--- config.mk ---
export PLATFORM = sky130hd
export DESIGN_NAME = issue_stage
export DESIGN_NICKNAME = d
export VERILOG_FILES = /design/src/rtl/issue_stage.sv
export SDC_FILE = /design/constraint.sdc
export NUM_CORES = 2
export LEC_CHECK = 0
export CAP_MARGIN = 30
export CORE_UTILIZATION = 48
export DETAILED_ROUTE_END_ITERATION = 8
export GPL_TIMING_DRIVEN = 0
export PLACE_DENSITY = 0.66
export SLEW_MARGIN = 25
export SYNTH_ARGS = -nofsm -noshare
export SYNTH_HDL_FRONTEND = slang
export SYNTH_SLANG_ARGS = --single-unit
--- constraint.sdc ---
create_clock -name c -period 3.25 [get_ports c]
set_input_delay 0.975 -clock c [delete_from_list [all_inputs] [get_ports c]]
set_output_delay 0.975 -clock c [all_outputs]
set_load 0.01 [all_outputs]
--- src/rtl/issue_stage.sv ---
// -----------------------------------------------------------------------------
// issue_stage
//   Decode and operand-issue stage that sits directly in front of an alu.
//   It holds one instruction, reads its operands from a 32x64 register file
//   (r0 is hard zero) and issues the opcode and operands to the alu.
//   Alu results come back on the writeback port. A per-register pending
//   scoreboard stalls read-after-write and write-after-write hazards.
//
//   Optional feature: define ISSUE_BYPASS_EN to forward a same-edge writeback
//   into the operands. The forwarded register is then treated as not pending,
//   so the dependent instruction issues on the writeback edge.
//
// Ports
//   c          clock, all state changes on the rising edge
//   rst_n      asynchronous active-low reset
//   in_valid   instruction offered
//   in_instr   [31:24] opc, [23:19] rd, [18:14] rs1, [13:9] rs2,
//              [8] imm_sel, [7:0] imm
//   in_ready   instruction taken on an edge where in_valid & in_ready
//   iss_valid  one-cycle pulse marking iss_* as valid
//   iss_op     alu opcode (8'h80 = nop)
//   iss_a      operand a = R[rs1]
//   iss_b      operand b = imm_sel ? sext(imm) : R[rs2]
//   iss_rd     destination register, returned later on wb_rd
//   iss_ill    pulses with iss_valid when the opcode was illegal
//   wb_en      writeback strobe
//   wb_rd      writeback register
//   wb_data    writeback value
// -----------------------------------------------------------------------------
module issue_stage #(
  parameter int XLEN = 64,
  parameter int NREG = 32,
  parameter int IMMW = 8
) (
  input  logic            c,
  input  logic            rst_n,
  input  logic            in_valid,
  input  logic [31:0]     in_instr,
  output logic            in_ready,
  output logic            iss_valid,
  output logic [7:0]      iss_op,
  output logic [XLEN-1:0] iss_a,
  output logic [XLEN-1:0] iss_b,
  output logic [4:0]      iss_rd,
  output logic            iss_ill,
  input  logic            wb_en,
  input  logic [4:0]      wb_rd,
  input  logic [XLEN-1:0] wb_data
);

`ifdef ISSUE_BYPASS_EN
  localparam bit BYPASS = 1'b1;
`else
  localparam bit BYPASS = 1'b0;
`endif

  localparam logic [7:0] OP_NOP = 8'h80;

  typedef enum logic {S_EMPTY, S_HELD} state_t;

  state_t                      state_q, state_d;
  logic [31:0]                 ir_q, ir_d;
  logic [NREG-1:0]             pend_q, pend_d;
  logic [NREG-1:0][XLEN-1:0]   rf_q, rf_d;
  logic                        iss_valid_q, iss_valid_d;
  logic [7:0]                  iss_op_q, iss_op_d;
  logic [XLEN-1:0]             iss_a_q, iss_a_d;
  logic [XLEN-1:0]             iss_b_q, iss_b_d;
  logic [4:0]                  iss_rd_q, iss_rd_d;
  logic                        iss_ill_q, iss_ill_d;

  // Decode of the held instruction
  logic [7:0]      opc;
  logic [4:0]      rd, rs1, rs2;
  logic            imm_sel;
  logic [IMMW-1:0] imm;
  logic            op_legal, op_nop, op_unary, uses_rs2;

  assign opc     = ir_q[31:24];
  assign rd      = ir_q[23:19];
  assign rs1     = ir_q[18:14];
  assign rs2     = ir_q[13:9];
  assign imm_sel = ir_q[8];
  assign imm     = ir_q[IMMW-1:0];

  assign op_legal = (opc[7:4] == 4'h0);
  assign op_nop   = (opc == OP_NOP);
  assign op_unary = (opc == 8'h07) || (opc == 8'h08) || (opc == 8'h0E) || (opc == 8'h0F);
  assign uses_rs2 = op_legal && !op_unary && !imm_sel;

  logic            wb_live, hazard, issue, accept;
  logic [NREG-1:0] pend_eff;
  logic [XLEN-1:0] opnd_a, opnd_b_reg, imm_ext;

  // r0 never takes a write, so it needs no pending bit or forwarding path.
  assign wb_live  = wb_en && (wb_rd != 5'd0);
  assign pend_eff = pend_q & ~((BYPASS && wb_live) ? (NREG'(1) << wb_rd) : '0);

  assign opnd_a     = (BYPASS && wb_live && (wb_rd == rs1)) ? wb_data : rf_q[rs1];
  assign opnd_b_reg = (BYPASS && wb_live && (wb_rd == rs2)) ? wb_data : rf_q[rs2];
  assign imm_ext    = {{(XLEN-IMMW){imm[IMMW-1]}}, imm};

  // Nops and illegal opcodes carry no register dependencies.
  assign hazard = op_legal &&
                  (((rs1 != 5'd0) && pend_eff[rs1]) ||
                   (uses_rs2 && (rs2 != 5'd0) && pend_eff[rs2]) ||
                   ((rd != 5'd0) && pend_eff[rd]));

  assign issue    = (state_q == S_HELD) && !hazard;
  assign in_ready = (state_q == S_EMPTY) || issue;
  assign accept   = in_valid && in_ready;

  always_comb begin
    state_d     = state_q;
    ir_d        = ir_q;
    pend_d      = pend_q;
    rf_d        = rf_q;
    iss_valid_d = issue;
    iss_ill_d   = issue && !op_legal && !op_nop;
    iss_op_d    = iss_op_q;
    iss_a_d     = iss_a_q;
    iss_b_d     = iss_b_q;
    iss_rd_d    = iss_rd_q;

    if (wb_live) begin
      rf_d[wb_rd]   = wb_data;
      pend_d[wb_rd] = 1'b0;
    end

    if (issue) begin
      if (op_legal) begin
        iss_op_d = opc;
        iss_a_d  = opnd_a;
        iss_b_d  = op_unary ? '0 : (imm_sel ? imm_ext : opnd_b_reg);
        iss_rd_d = rd;
        // Applied after the writeback clear so a same-edge set wins.
        if (rd != 5'd0) pend_d[rd] = 1'b1;
      end else begin
        iss_op_d = OP_NOP;
        iss_a_d  = '0;
        iss_b_d  = '0;
        iss_rd_d = 5'd0;
      end
    end

    if (accept) begin
      state_d = S_HELD;
      ir_d    = in_instr;
    end else if (issue) begin
      state_d = S_EMPTY;
    end
  end

  always_ff @(posedge c or negedge rst_n) begin
    if (!rst_n) begin
      state_q     <= S_EMPTY;
      ir_q        <= '0;
      pend_q      <= '0;
      rf_q        <= '0;
      iss_valid_q <= 1'b0;
      iss_op_q    <= OP_NOP;
      iss_a_q     <= '0;
      iss_b_q     <= '0;
      iss_rd_q    <= 5'd0;
      iss_ill_q   <= 1'b0;
    end else begin
      state_q     <= state_d;
      ir_q        <= ir_d;
      pend_q      <= pend_d;
      rf_q        <= rf_d;
      iss_valid_q <= iss_valid_d;
      iss_op_q    <= iss_op_d;
      iss_a_q     <= iss_a_d;
      iss_b_q     <= iss_b_d;
      iss_rd_q    <= iss_rd_d;
      iss_ill_q   <= iss_ill_d;
    end
  end

  assign iss_valid = iss_valid_q;
  assign iss_op    = iss_op_q;
  assign iss_a     = iss_a_q;
  assign iss_b     = iss_b_q;
  assign iss_rd    = iss_rd_q;
  assign iss_ill   = iss_ill_q;

endmodule
* Word level (Yosys, flattened, before mapping)
Index checks and enable logic that the tools add are counted.
Operators by class: magnitude comparators 6, equal/unequal tests 5, multiplexer cells 29, bitwise gates (word level) 4, reductions and logical operators 31
Operators with widths (number):
- bitwise mux 2048 bit | 1
- binary-select mux 64 bit (select 5 bit) | 2
- two-way mux 64 bit | 7
- demux 64 bit (select 5 bit) | 1
- two-way mux 32 bit | 4
- bitwise AND 32 bit | 1
- inverter 32 bit | 1
- bitwise OR 32 bit | 1
- equality test 8 x 4 -> 1 bit, second input constant | 3
- < comparator 5 x 6 -> 1 bit, second input constant | 4
- nonzero test 5 bit | 4
- binary-select mux 1 bit (select 5 bit) | 3
- logical AND 1 bit | 14
- demux 1 bit (select 5 bit) | 2
- greater-or-equal comparator 5 x 1 -> 1 bit, second input constant | 2
- equality test 8 x 3 -> 1 bit, second input constant | 1
- equality test 8 bit, second input constant | 1
- two-way mux 8 bit | 1
- two-way mux 1 bit | 7
- logical OR 1 bit | 6
- logical NOT 1 bit | 5
- two-way mux 5 bit | 1
- logical NOT 4 bit | 1
- nonzero test 2 bit | 1
- inverter 1 bit | 1
Storage, ports and cells: flip-flop bits (word level) 2256, input port bits 105, output and inout bits 144, logic and storage cells 116

* Longest topological paths before layout
depth in word-level cells 17, mapped depth 12, mapped depth without buffers 7

* Worst setup path after synthesis
OpenSTA, ideal clock, no wires.
kind register -> output, start register ir_q[9], end output port in_ready, arrival 2.261 ns, data required time 2.275 ns, setup slack 0.014 ns, cell stages (with the launch flop) 9, path buffers 1, path through dfrtp_1 > buf_2 > mux4_2 > mux2i_1 > a32oi_1 > and4_1 > nor4_4 > nor2_1 > inv_1
Between the ends: word-level cells in the longest chain between the ends 9, elaborated cells on any way between the ends 11, those cells by class 2 x mux; 9 x reduce/logical
RTL lines:
- start: declaration | RTL line 62 | logic [31:0] ir_q, ir_d;
- start signal: assignment | RTL line 168 | ir_q <= ir_d;
- binary-select mux 1 bit (select 5 bit) / nonzero test 5 bit (equally long branches) | RTL line 106 | (uses_rs2 && (rs2 != 5'd0) && pend_eff[rs2]) ||
- two-way mux 1 bit (implied by the code) / logical AND 1 bit (equally long branches) | RTL line 106
- logical AND 1 bit (*) | RTL line 106
- logical OR 1 bit (*) | RTL line 105 | (((rs1 != 5'd0) && pend_eff[rs1]) ||
- logical OR 1 bit (*) | RTL line 106
- logical AND 1 bit (*) | RTL line 104 | assign hazard = op_legal &&
- logical NOT 1 bit (*) | RTL line 109 | assign issue = (state_q == S_HELD) && !hazard;
- logical AND 1 bit (*) | RTL line 109
- logical OR 1 bit (*) | RTL line 110 | assign in_ready = (state_q == S_EMPTY) || issue;
- end: declaration | RTL line 39 | output logic in_ready,
Every way passes the cells marked *; elsewhere a longest branch is shown, timed or not. The select of a mux whose other input is x is not followed.

* Final worst setup path
start register ir_q[10], end output port in_ready
Same word-level chain as after synthesis.

==> metrics.yaml <==
status: "complete, but fails checks"
violations: "negative setup slack"
area_growth_pct: 20.3
grt_pass1_wl_um: 717000
worst_slew_pin_slew_ns: 1.13
synth_area_mm2: 0.116
cts.clk_slew.worst_paths_ns: 0.07
relSlewSlack_pct: 24.7
crit_chain: "buf_12, inv_1, a32oi_1, and4_4, nor4_4, nor2_4, inv_2, buf_6"
cpPeakStageDelay_ns: 0.61
worstPathArrival_ns: 3.29
yosysUniqueCellTypes: 53
final.setup_skew_ns: 0.0526
fin_crit_sh_pct: 131
total_power_mw: 94.9
root_buffer: "clkbuf_16"
cts_made_buffers: 238
dp_hpwl_um: 376000
io_buffers: 246
ys_async_sr_fraction_pct: 100
synth_seq_cells: 2256
fp.dieH_um: 493
core_area_mm2: 0.239
max-cap-violations: 0
viasPerCell: 7.33
ys.flop_type: "dfrtp_1"
drt_iter0_drc: 12800
htreeDepth: 4
ant_nets: 0
final_common_cell: "dfrtp_1"
cp.buffers_inverters: 4
synth_edf_count: 0
drive_gt1_share_pct: 52.7
layout_common_cells: "2,250 x dfrtp_1, 2,041 x mux2_2, 1,055 x mux4_2"
ios: 249
grtUsageTotal_pct: 43.9
nFillCells: 18300
die_w_um: 493
synth_fp_nets: 7582
ir_drop_mv: 0.576
die_area_mm2: 0.243
routedWlPerCell_um: 45.6
grt_pass1_vias: 82900
ys_warn_count: 0
power_density_mw_per_mm2: 682
end_kind: "primary output"
max_freq_ghz: 0.234
setup_viol: 150
overflow: 0
clk_latency_ns: 0.96
synth_area_per_cell_um2: 15.5
rsz0062_at_grt: "yes"
required_ns: 2.27
cpMaxStageDelayCell: "inv_1"
syn_inst: 7477
rows: 179
hold_viol: 0
critPathLaunchType: "flop"
clockBufferDepth: 3
postLayoutSetupSlackWorst_ns: -1.02
cts_tree: "done"
p_leak_nw: 59.4
vias: 85500
yosysSeqAreaShare_pct: 48.8
final_util_pct: 58.3
grt_start_max_net_pins: 142
finalMaxSlewViolations: 0
crit_type: "reg2out"
detail_route.first_pass.iterations: 7
hold_path_class: "in2async"
period_minus_slack_ns: 4.27
path_delay_family: "buffers and inverters"
initial_utilization_pct: 48.5
clock-sinks: 2256
nets: 8347
wirelength_um: 532000
gp_congestion: 0.992
route.detailed.drc: 0
antenna_found_initial: 44
setup-tns-final_ns: -18.24
crit_path_max_fanout: 10
state kept, by name, summed over array words and instances, names as in the netlist:
signal,flops
iss_rd,5
pend_eff,32
iss_a,64
iss_op,8
iss_b,64
iss_ill,1
iss_valid,1
ir_q,32
rf_q,2048
state_q,1
cell type report:
| class | instances | area (um^2) | area share, % |
|---|---|---|---|
| antenna | 54 | 135 | 0.0972 |
| buffer | 856 | 5420 | 3.90 |
| clock buffer | 357 | 7090 | 5.10 |
| clock inverter | 85 | 1020 | 0.733 |
| inverter | 54 | 208 | 0.149 |
| multi-input combinational | 4290 | 56500 | 40.6 |
| sequential | 2256 | 56500 | 40.6 |
| tap | 3167 | 3960 | 2.85 |
| timing repair buffer | 546 | 8280 | 5.95 |
repair_timing:
action,CTS,global route
resized for setup,580,338
pin swaps,15,33
endpoints found under the setup margin,650,651
hold endpoints to repair,15,0
gates cloned,9,2
buffers inserted,42,49
hold buffers,1,0
stage by stage:
stage / cells / setup WS [ns] / hold WS, ns / area (um^2)
final: 11700 / -1.02 / 0.103 / 139000
after global routing: 11600 / -0.965 / 0.216 / 139000
after CTS: 11600 / -0.892 / 0.177 / 138000
after detailed placement: 11100 / -1.75 / 0.449 / 127000
after global placement: 10900 / -101.67 / 0.449 / 122000
after floorplan: 7477 / 0.0142 / 0.428 / 116000
logic make-up after synthesis:
logic type | Yosys count | synth area share [%]
AO/OA/AOI/OAI | 671 | 4.34
buffers and inverters | 931 | 3.16
flip-flops | 2256 | 48.8
multiplexers | 3296 | 42.3
AND/OR/NAND/NOR | 323 | 1.33
worst paths after layout:
kind                               end  cells after the start  slack, ns         from
max                           in_ready                      8      -1.02     ir_q[10]
min                         rf_q[1621]                      2       0.10        rst_n
max reg2reg                  iss_b[58]                     10      -0.26     ir_q[10]
min reg2reg                pend_eff[0]                      1       0.47  pend_eff[0]
max in group asynchronous   rf_q[1775]                      5       0.53        rst_n
min in group c             pend_eff[0]                      1       0.47  pend_eff[0]
cell usage after synthesis, drive strengths merged (4+ instances only):
library cell	count	share of area [%]
o221ai	30	0.23
nor3	13	0.056
mux4	1055	21
nor4b	4	0.030
o211ai	49	0.32
a311o	16	0.14
a211oi	15	0.097
dfrtp	2255	49
o21ai	123	0.55
clkbuf	683	2.2
buf	194	0.76
nand3b	4	0.026
nand2b	7	0.038
inv	54	0.18
a22o	105	0.80
or3	6	0.032
o2bb2ai	12	0.091
o22ai	18	0.097
mux2i	144	1.2
a22oi	162	1.1
nand3	37	0.16
nor2b	24	0.13
a31oi	27	0.15
mux2	2097	21
nand2	143	0.46
a221oi	96	0.73
nor2	52	0.17
and2	10	0.054
a21oi	10	0.043
nor4	5	0.053
routing by layer:
layer | track usage [%] | vias up | wire length, um
met5 | 1.72 | - | 775
met4 | 33.6 | 33 | 46500
met3 | 23.1 | 1904 | 84300
met2 | 57.0 | 7400 | 213000
met1 | 54.5 | 45500 | 188000
li1 | - | 30700 | -
report_power, final:
part           leakage [nW]  switching, mW  internal (mW)
sequential             29.0           4.01           33.3
clock                  4.01           12.4           16.4
combinational          26.4           14.7           14.0
(Power assumes the default switching activity.)
